### config.mk
export PLATFORM = sky130hd
export DESIGN_NAME = writeback_unit_flat
export DESIGN_NICKNAME = d
export VERILOG_FILES = /design/src/rtl/writeback_unit_pkg.sv /design/src/rtl/writeback_unit_if.sv /design/src/rtl/writeback_unit_load_extract.sv /design/src/rtl/writeback_unit.sv /design/src/flat_wrapper.sv
export SDC_FILE = /design/constraint.sdc
export NUM_CORES = 1
export LEC_CHECK = 0
export ABC_AREA = 1
export BUFFER_PORTS_ARGS = -buffer_cell sky130_fd_sc_hd__buf_2
export CAP_MARGIN = 20
export CORE_AREA = 2 2 344 346
export CTS_BUF_LIST = sky130_fd_sc_hd__clkbuf_8
export DETAILED_ROUTE_END_ITERATION = 8
export DIE_AREA = 0 0 346 348
export PLACE_DENSITY = 0.5
export SLEW_MARGIN = 0
export SYNTH_ARGS = -nofsm -noshare
export SYNTH_HDL_FRONTEND = slang
export SYNTH_SLANG_ARGS = --single-unit
### constraint.sdc
create_clock -name clk -period 5.1 [get_ports clk]
set_input_delay 1.02 -clock clk [delete_from_list [all_inputs] [get_ports clk]]
set_output_delay 1.02 -clock clk [all_outputs]
set_load 0.05 [all_outputs]
### src/rtl/writeback_unit_pkg.sv
// Shared types for the writeback unit.
//   ld_size_t  : load access size (byte/half/word/dword)
//   wb_lane_t  : one lane of a MEM->WB bundle, at maximum field widths
//   wb_drain_t : what the held bundle does this cycle
//   lane_count : popcount of up to WB_LANES_MAX lane-valid bits
package writeback_unit_pkg;

  localparam int WB_LANES_MAX = 4;

  typedef enum logic [1:0] {
    LS_B = 2'd0,
    LS_H = 2'd1,
    LS_W = 2'd2,
    LS_D = 2'd3
  } ld_size_t;

  typedef struct packed {
    logic [63:0] pc;
    logic [7:0]  dst;
    logic        wen;
    logic        is_load;
    ld_size_t    size;
    logic        is_unsigned;
    logic [2:0]  addr_lo;
    logic [63:0] result;
    logic [63:0] rdata;
  } wb_lane_t;

  typedef enum logic [1:0] {
    WB_IDLE,
    WB_DRAIN,
    WB_STALL,
    WB_FLUSH
  } wb_drain_t;

  function automatic logic [2:0] lane_count(input logic [WB_LANES_MAX-1:0] v);
    lane_count = 3'(v[0]) + 3'(v[1]) + 3'(v[2]) + 3'(v[3]);
  endfunction

endpackage

### src/rtl/writeback_unit_if.sv
// MEM->WB bundle handshake plus the regfile write port.
//   master : memory stage / regfile side (drives bundle and rf_wready)
//   slave  : writeback unit (drives in_ready and the rf_w* writes)
interface writeback_unit_if
  import writeback_unit_pkg::*;
#(
  parameter int XLEN  = 64,
  parameter int LANES = 2,
  parameter int REG_W = 5
);
  logic                         in_valid;
  logic                         in_ready;
  logic [LANES-1:0]             in_lane_valid;
  logic [LANES-1:0][XLEN-1:0]   in_pc;
  logic [LANES-1:0][REG_W-1:0]  in_dst;
  logic [LANES-1:0]             in_wen;
  logic [LANES-1:0]             in_is_load;
  ld_size_t [LANES-1:0]         in_ld_size;
  logic [LANES-1:0]             in_ld_unsigned;
  logic [LANES-1:0][2:0]        in_addr_lo;
  logic [LANES-1:0][XLEN-1:0]   in_result;
  logic [LANES-1:0][XLEN-1:0]   in_rdata;
  logic                         rf_wready;
  logic [LANES-1:0]             rf_wvalid;
  logic [LANES-1:0][REG_W-1:0]  rf_wa;
  logic [LANES-1:0][XLEN-1:0]   rf_wd;

  modport master (
    output in_valid, in_lane_valid, in_pc, in_dst, in_wen, in_is_load,
           in_ld_size, in_ld_unsigned, in_addr_lo, in_result, in_rdata, rf_wready,
    input  in_ready, rf_wvalid, rf_wa, rf_wd
  );

  modport slave (
    input  in_valid, in_lane_valid, in_pc, in_dst, in_wen, in_is_load,
           in_ld_size, in_ld_unsigned, in_addr_lo, in_result, in_rdata, rf_wready,
    output in_ready, rf_wvalid, rf_wa, rf_wd
  );
endinterface

### src/rtl/writeback_unit_load_extract.sv
// Per-lane load alignment and extension (combinational).
//   rdata       : aligned memory word as returned by the data port
//   addr_lo     : low address bits of the access
//   size        : access size; D on a 32-bit datapath degrades to W
//   is_unsigned : zero-extend instead of sign-extend
//   data        : extracted, extended load value
module load_extract
  import writeback_unit_pkg::*;
#(
  parameter int XLEN = 64
) (
  input  logic [XLEN-1:0] rdata,
  input  logic [2:0]      addr_lo,
  input  ld_size_t        size,
  input  logic            is_unsigned,
  output logic [XLEN-1:0] data
);
  ld_size_t    eff;
  logic [2:0]  off;
  logic [63:0] rd64, sh, ext;
  logic        sb, sh_b, sw;

  // Work at 64 bits throughout so replication counts stay legal at XLEN=32.
  assign rd64 = 64'(rdata);

  always_comb begin
    eff = size;
    if (XLEN == 32 && size == LS_D) eff = LS_W;
    // Offset is forced to the natural alignment of the access.
    case (eff)
      LS_B:    off = addr_lo;
      LS_H:    off = {addr_lo[2:1], 1'b0};
      LS_W:    off = {addr_lo[2], 2'b00};
      default: off = 3'b000;
    endcase
    if (XLEN == 32) off[2] = 1'b0;
    sh   = rd64 >> {off, 3'b000};
    sb   = sh[7]  & ~is_unsigned;
    sh_b = sh[15] & ~is_unsigned;
    sw   = sh[31] & ~is_unsigned;
    case (eff)
      LS_B:    ext = {{56{sb}},   sh[7:0]};
      LS_H:    ext = {{48{sh_b}}, sh[15:0]};
      LS_W:    ext = {{32{sw}},   sh[31:0]};
      default: ext = sh;
    endcase
    data = ext[XLEN-1:0];
  end
endmodule

### src/rtl/writeback_unit.sv
// Multi-lane writeback stage: one bundle register between memory stage and
// regfile, with load extraction, same-dst masking, forwarding, commit trace
// and a retired-instruction counter.
//   clk, reset   : clock, synchronous active-low reset
//   bus (slave)  : bundle handshake in, regfile write ports out
//   flush        : drop held and incoming bundle
//   fwd_*        : forwarding view of the held bundle (held during stall)
//   commit_*     : lanes retired this cycle
//   retired_cnt  : running retired-instruction count (wraps)
module writeback_unit
  import writeback_unit_pkg::*;
#(
  parameter int XLEN  = 64,
  parameter int LANES = 2,
  parameter int REG_W = 5,
  parameter int CNT_W = 64
) (
  input  logic                         clk,
  input  logic                         reset,
  writeback_unit_if.slave              bus,
  input  logic                         flush,
  output logic [LANES-1:0]             fwd_valid,
  output logic [LANES-1:0][REG_W-1:0]  fwd_dst,
  output logic [LANES-1:0][XLEN-1:0]   fwd_data,
  output logic [LANES-1:0]             commit_valid,
  output logic [LANES-1:0][XLEN-1:0]   commit_pc,
  output logic [CNT_W-1:0]             retired_cnt
);
  logic                        held_valid;
  logic [LANES-1:0]            h_lv, h_wen, wr_ok;
  logic [LANES-1:0][REG_W-1:0] h_dst;
  logic [LANES-1:0][XLEN-1:0]  h_pc, h_data, ld_data, wb_data;
  logic [CNT_W-1:0]            cnt;
  wb_drain_t                   act;
  logic                        accept, drain;

  for (genvar i = 0; i < LANES; i++) begin : g_lane
    load_extract #(.XLEN(XLEN)) u_ext (
      .rdata       (bus.in_rdata[i]),
      .addr_lo     (bus.in_addr_lo[i]),
      .size        (bus.in_ld_size[i]),
      .is_unsigned (bus.in_ld_unsigned[i]),
      .data        (ld_data[i])
    );
    assign wb_data[i] = bus.in_is_load[i] ? ld_data[i] : bus.in_result[i];
  end

  // A lane writes if it targets a non-zero register and no younger lane in
  // the same bundle writes that register too.
  always_comb begin
    for (int i = 0; i < LANES; i++) begin
      wr_ok[i] = h_lv[i] && h_wen[i] && (h_dst[i] != '0);
      for (int j = i + 1; j < LANES; j++)
        if (h_lv[j] && h_wen[j] && (h_dst[j] == h_dst[i])) wr_ok[i] = 1'b0;
    end
  end

  always_comb begin
    if (flush)                act = WB_FLUSH;
    else if (!held_valid)     act = WB_IDLE;
    else if (bus.rf_wready)   act = WB_DRAIN;
    else                      act = WB_STALL;
  end

  assign drain        = reset && (act == WB_DRAIN);
  assign bus.in_ready = reset && (!held_valid || (bus.rf_wready && !flush));
  assign accept       = bus.in_valid && bus.in_ready && !flush;

  // Everything is forced low while reset is held, before the first edge clears state.
  assign bus.rf_wvalid = drain ? wr_ok : '0;
  assign commit_valid  = drain ? h_lv  : '0;
  assign fwd_valid     = (reset && held_valid) ? wr_ok : '0;
  assign bus.rf_wa     = reset ? h_dst  : '0;
  assign fwd_dst       = reset ? h_dst  : '0;
  assign bus.rf_wd     = reset ? h_data : '0;
  assign fwd_data      = reset ? h_data : '0;
  assign commit_pc     = reset ? h_pc   : '0;
  assign retired_cnt   = reset ? cnt    : '0;

  always_ff @(posedge clk) begin
    if (!reset) begin
      held_valid <= 1'b0;
      h_lv       <= '0;
      h_wen      <= '0;
      h_dst      <= '0;
      h_pc       <= '0;
      h_data     <= '0;
      cnt        <= '0;
    end else begin
      if (drain) cnt <= cnt + CNT_W'(lane_count(WB_LANES_MAX'(h_lv)));
      if (flush) held_valid <= 1'b0;
      else if (accept) begin
        held_valid <= 1'b1;
        h_lv       <= bus.in_lane_valid;
        h_wen      <= bus.in_wen;
        h_dst      <= bus.in_dst;
        h_pc       <= bus.in_pc;
        h_data     <= wb_data;
      end else if (drain) held_valid <= 1'b0;
    end
  end
endmodule

### src/flat_wrapper.sv
// flat-port wrapper written by rule: the top's interface ports become plain ports
module writeback_unit_flat import writeback_unit_pkg::*;
#(
  parameter int XLEN  = 64,
  parameter int LANES = 2,
  parameter int REG_W = 5,
  parameter int CNT_W = 64
)
  (clk, reset, flush, fwd_valid, fwd_dst, fwd_data, commit_valid, commit_pc, retired_cnt, bus_in_valid, bus_in_lane_valid, bus_in_pc, bus_in_dst, bus_in_wen, bus_in_is_load, bus_in_ld_size, bus_in_ld_unsigned, bus_in_addr_lo, bus_in_result, bus_in_rdata, bus_rf_wready, bus_in_ready, bus_rf_wvalid, bus_rf_wa, bus_rf_wd);
  writeback_unit_if #(.XLEN(XLEN), .LANES(LANES), .REG_W(REG_W)) bus_i ();
  input  logic clk;
  input  logic reset;
  input  logic flush;
  output logic [LANES-1:0] fwd_valid;
  output logic [LANES-1:0][REG_W-1:0] fwd_dst;
  output logic [LANES-1:0][XLEN-1:0] fwd_data;
  output logic [LANES-1:0] commit_valid;
  output logic [LANES-1:0][XLEN-1:0] commit_pc;
  output logic [CNT_W-1:0] retired_cnt;
  input wire logic [$bits(bus_i.in_valid)-1:0] bus_in_valid;
  input wire logic [$bits(bus_i.in_lane_valid)-1:0] bus_in_lane_valid;
  input wire logic [$bits(bus_i.in_pc)-1:0] bus_in_pc;
  input wire logic [$bits(bus_i.in_dst)-1:0] bus_in_dst;
  input wire logic [$bits(bus_i.in_wen)-1:0] bus_in_wen;
  input wire logic [$bits(bus_i.in_is_load)-1:0] bus_in_is_load;
  input wire logic [$bits(bus_i.in_ld_size)-1:0] bus_in_ld_size;
  input wire logic [$bits(bus_i.in_ld_unsigned)-1:0] bus_in_ld_unsigned;
  input wire logic [$bits(bus_i.in_addr_lo)-1:0] bus_in_addr_lo;
  input wire logic [$bits(bus_i.in_result)-1:0] bus_in_result;
  input wire logic [$bits(bus_i.in_rdata)-1:0] bus_in_rdata;
  input wire logic [$bits(bus_i.rf_wready)-1:0] bus_rf_wready;
  output wire logic [$bits(bus_i.in_ready)-1:0] bus_in_ready;
  output wire logic [$bits(bus_i.rf_wvalid)-1:0] bus_rf_wvalid;
  output wire logic [$bits(bus_i.rf_wa)-1:0] bus_rf_wa;
  output wire logic [$bits(bus_i.rf_wd)-1:0] bus_rf_wd;
  assign bus_i.in_valid = bus_in_valid;
  assign bus_i.in_lane_valid = bus_in_lane_valid;
  assign bus_i.in_pc = bus_in_pc;
  assign bus_i.in_dst = bus_in_dst;
  assign bus_i.in_wen = bus_in_wen;
  assign bus_i.in_is_load = bus_in_is_load;
  assign bus_i.in_ld_size = bus_in_ld_size;
  assign bus_i.in_ld_unsigned = bus_in_ld_unsigned;
  assign bus_i.in_addr_lo = bus_in_addr_lo;
  assign bus_i.in_result = bus_in_result;
  assign bus_i.in_rdata = bus_in_rdata;
  assign bus_i.rf_wready = bus_rf_wready;
  assign bus_in_ready = bus_i.in_ready;
  assign bus_rf_wvalid = bus_i.rf_wvalid;
  assign bus_rf_wa = bus_i.rf_wa;
  assign bus_rf_wd = bus_i.rf_wd;
  writeback_unit #(.XLEN(XLEN), .LANES(LANES), .REG_W(REG_W), .CNT_W(CNT_W)) u_core (.clk(clk), .reset(reset), .bus(bus_i), .flush(flush), .fwd_valid(fwd_valid), .fwd_dst(fwd_dst), .fwd_data(fwd_data), .commit_valid(commit_valid), .commit_pc(commit_pc), .retired_cnt(retired_cnt));
endmodule
# ---- Yosys cells after proc, flatten, opt, wreduce, memory -nomap -nowiden
# Cells that the tools add are included.
dict set report classes {
  n_addsub 2
  n_eq_ne 6
  shifts 2
  n_mux 19
  bitwise_logic 10
  n_reduce_logical 21
}
# operator count
set op_table {}
lappend op_table {{$pmux W64 S3} 2}
lappend op_table {{$mux W128} 2}
lappend op_table {{$mux W64} 3}
lappend op_table {{$shr A64 B6 Y64} 2}
lappend op_table {{$add A64 B3 Y64} 1}
lappend op_table {{$pmux W3 S3} 2}
lappend op_table {{$mux W2} 6}
lappend op_table {{$logic_and A1 B1 Y1} 11}
lappend op_table {{$mux W10} 1}
lappend op_table {{$reduce_bool A5 Y1} 2}
lappend op_table {{$and A1 B1 Y1} 6}
lappend op_table {{$eq A2 B1 Y1 const B} 3}
lappend op_table {{$eq A5 B5 Y1} 1}
lappend op_table {{$eq A2 B2 Y1 const B} 2}
lappend op_table {{$logic_not A2 Y1} 2}
lappend op_table {{$not A1 Y1} 4}
lappend op_table {{$mux W1} 3}
lappend op_table {{$add A1 B1 Y2} 1}
lappend op_table {{$logic_not A1 Y1} 2}
lappend op_table {{$reduce_and A2 Y1} 1}
lappend op_table {{$reduce_bool A2 Y1} 1}
lappend op_table {{$reduce_or A2 Y1} 1}
lappend op_table {{$logic_or A1 B1 Y1} 1}
dict set report totals {
  reg_bits 335
  inputBits 417
  output_inout_bits 475
  elab_cells 70
}

# ---- Longest topological paths before layout
dict set report logic_depth {
  depth_word 7
  depth_mapped 15
  depth_no_buf 15
}

# ---- Modules after synthesis
# From an unflattened synthesis, not the netlist that was laid out.
dict set report unflattened {
  cells_unflattened 3790
  area_unflattened_um2 22412.7
}
# module n_inst cells_each area_per_inst_um2 seq_area_each_um2
set by_module_without_submodules {}
lappend by_module_without_submodules {writeback_unit 1 2780 17555.6 6706.4}
lappend by_module_without_submodules {load_extract 2 505 2428.6 0.0}

# ---- Worst setup path after synthesis
# OpenSTA, ideal clock, no wires.
dict set report synth_path {
  kind {input port to output port}
  start {input reset}
  end {output commit_valid[0]}
  arrival_ns 2.735
  path_slack_ns 1.345
  cell_stages 4
  path_buffers 2
  cell_sequence {clkbuf_1 > clkbuf_1 > nand2_1 > nor3_1}
}
dict set report synth_between {
  elab_chain_cells 2
}
# item line_no
set synth_rtl {}
lappend synth_rtl {{from (decl)} flat_wrapper.sv:12} ;# input logic reset;
lappend synth_rtl {{$logic_and A1 B1 Y1} writeback_unit.sv:65} ;# assign drain = reset && (act == WB_DRAIN);
lappend synth_rtl {{$mux W2} writeback_unit.sv:71} ;# assign commit_valid = drain ? h_lv : '0;
lappend synth_rtl {{to (decl)} flat_wrapper.sv:17} ;# output logic [LANES-1:0] commit_valid;
# No other way between the ends.

# ---- Worst setup path in the final report
dict set report layout_path {
  start {input reset}
  end {output bus_rf_wd[10]}
}
dict set report layout_between {
  elab_chain_cells 1
}
# item line_no
set layout_rtl {}
lappend layout_rtl {{$mux W128} writeback_unit.sv:75} ;# assign bus.rf_wd = reset ? h_data : '0;
lappend layout_rtl {{to (decl)} flat_wrapper.sv:35} ;# output wire logic [$bits(bus_i.rf_wd)-1:0] bus_rf_wd;
# No other way between the ends.

==> flow_summary.json <==
{
  "status": "complete, no violations",
  "hold_buffers": 0,
  "placed_area_sq_um": 27400,
  "crit_type": "primary input to output port",
  "synth_compound_area_frac": 0.0928,
  "worst-path-max-fanout": 50,
  "final_common_cell": "nand2_1",
  "crit_path_end_kind": "output port",
  "setup_viol": 0,
  "holdWs_ps": 476,
  "max-clock-path-buffers": 3,
  "cts_setup_buffers": 0,
  "worst_slew_pin_slew_ps": 1010,
  "start_util": 0.193,
  "std_cell_rows": 126,
  "cts-root-buf": "clkbuf_8",
  "clock-sinks": 335,
  "stdcell_count": 6243,
  "fin_nets": 5064,
  "postSynthAreaPerCell_sq_um": 5.65,
  "routed_wl_microns": 117000,
  "synthArstFlopShare": 0,
  "synth_cells": 3994,
  "seq_area_frac_synth": 0.297,
  "synth_cell_types": 44,
  "power.density_nw_per_um2": 265,
  "via_count": 27300,
  "final_cell_mix": "1458 x nand2_1, 888 x buf_2, 564 x inv_1, 397 x nor2_1, 335 x dfxtp_1",
  "synthAdderAreaFrac": 0.00255,
  "ir_worst_vdd_mv": 0.169,
  "synth-simple-area-share": 0.421,
  "critPathArrivalTime_ps": 2700,
  "grt_pass1_wl_microns": 168000,
  "startpoint_type": "primary input",
  "io_pins": 892,
  "dp.cells": 6106,
  "drc": 0,
  "critical_path_required_ps": 4080,
  "grt_max_degree": 124,
  "synthFlopType": "dfxtp_1",
  "num-fill-cells": 13700,
  "synth-edff-count": 0,
  "drt_iter0_drc": 2315,
  "wl_per_cell_microns": 18.7,
  "power.leakage_uw": 0.0173,
  "core_sq_um": 117000,
  "chipWidth_microns": 346,
  "viasPerCell": 4.37,
  "synth-xor-area-share": 0.00427,
  "synth_nets": 4415,
  "final_cell_area_sq_um": 28900,
  "slew_viol_final": 0,
  "grt_usage": 0.185,
  "finalCritPeriodShare": 0.730,
  "rsz0062_at_grt": "no",
  "antenna_found_initial": 27,
  "grt.overflow.total": 0,
  "utilization": 0.247,
  "hold_violations": 0,
  "yosys_warnings": 0,
  "hold_class": "flop to flop",
  "h-tree-depth": 3,
  "cts_resized": 0,
  "synthMuxAreaShare": 0,
  "syn2layout_area_growth_pct": 28.1,
  "portBuffers": 891,
  "ys_ff_latch": 335,
  "drive_gt1_frac": 0.231,
  "grt_pass1_vias": 25000,
  "gp_congestion": 0.933,
  "synth_top_family_by_area": "simple AND/OR/NAND/NOR gates",
  "dp_hpwl_microns": 92400,
  "tns_ps": 0,
  "die_area_sq_um": 120000,
  "die_y_microns": 348,
  "skew_ps": 17.0,
  "period_needed_ps": 3720,
  "max-slew-margin-rel": 0.324,
  "clk_pin_slew_ps": 50,
  "first_pass_iters": 6,
  "clk_latency_ps": 690,
  "drv_cap": 0,
  "drtAntennaViolNets": 0,
  "max_freq_mhz": 269,
  "syn_area_sq_um": 22600,
  "cts_tree": "done",
  "cts-buffers-inserted": 71
}
## logic make-up after synthesis
logic type / after synthesis
xor gates and xnor gates: 11
DFF: 335
and+or+nand+nor: 2323
adders and majority gates: 4
AOI/OAI and AO/OA: 401
buffers and inverters: 920
## worst paths after layout
kind | startpoint | end | slack, ps | cells after the start
setup / recovery | reset | bus_rf_wd[10] | 1380 | 6
hold / removal | u_core.h_data[68] | u_core.h_data[68] | 480 | 2
setup reg to reg | u_core.h_lv[0] | u_core.cnt[28] | 2060 | 12
hold reg to reg | u_core.h_data[68] | u_core.h_data[68] | 480 | 2
## worst max-delay path, stage by stage
cell and delay (ps):
buf_8 260, buf_12 290, buf_4 390, nand2_1 90, inv_1 210, buf_2 310
## metrics by stage
stage               setup WS [ps]  total power [uW]
floorplan                    1340              3980
global placement             1140              4590
detailed placement           1130              4590
CTS                          1260              7800
global route                 1270              8050
finish                       1380              7660
## cell type report
type / instances / area, sq um / area share
Inverter: 558 / 2100 / 0.0727
Sequential cell: 335 / 6710 / 0.232
Tap cell: 1536 / 1920 / 0.0665
Timing Repair Buffer: 938 / 4900 / 0.170
Clock inverter: 34 / 235 / 0.00814
Antenna cell: 12 / 30.0 / 0.00104
Clock buffer: 91 / 1250 / 0.0433
Multi-Input combinational cell: 2739 / 11800 / 0.407
## synth_stat cells, drive strengths merged, types with 2 or more instances
master	count	area share
clkinv	2	0.00033
nand4	84	0.023
and3	3	0.00083
nand3b	3	0.0010
xnor2	9	0.0035
o21ai	272	0.060
ha	3	0.0017
nand2	1469	0.25
inv	556	0.092
nor2	405	0.069
a31oi	2	0.00055
buf	229	0.067
and2	5	0.0014
a22oi	3	0.0010
nor3	11	0.0027
o211ai	21	0.0070
clkbuf	133	0.022
or2	6	0.0017
dfxtp	335	0.30
nand3	334	0.075
xor2	2	0.00078
a21oi	95	0.021
nor3b	2	0.00067
## metal layers
| layer | vias up | GRT usage | routed length, microns |
|---|---|---|---|
| met3 | 199 | 0.0511 | 10100 |
| met5 | - | 0 | 127 |
| met1 | 12400 | 0.230 | 48600 |
| met2 | 1164 | 0.304 | 54300 |
| li1 | 13500 | - | - |
| met4 | 20 | 0.0651 | 3840 |
## where the power goes
part	leakage (uW)	internal (uW)	switching, uW
clock	0.000851	1720	1410
combinational	0.0137	453	1300
sequential	0.00273	2750	38.1
## flip-flops by register name, summed over array words and instances, names as in the netlist
name and cells:
u_core.h_data 128, u_core.h_pc 128, u_core.cnt 64, u_core.h_dst 10, u_core.h_lv 2, u_core.h_wen 2
u_core.held_valid 1
No activity file was read; power rests on OpenSTA's default activity.
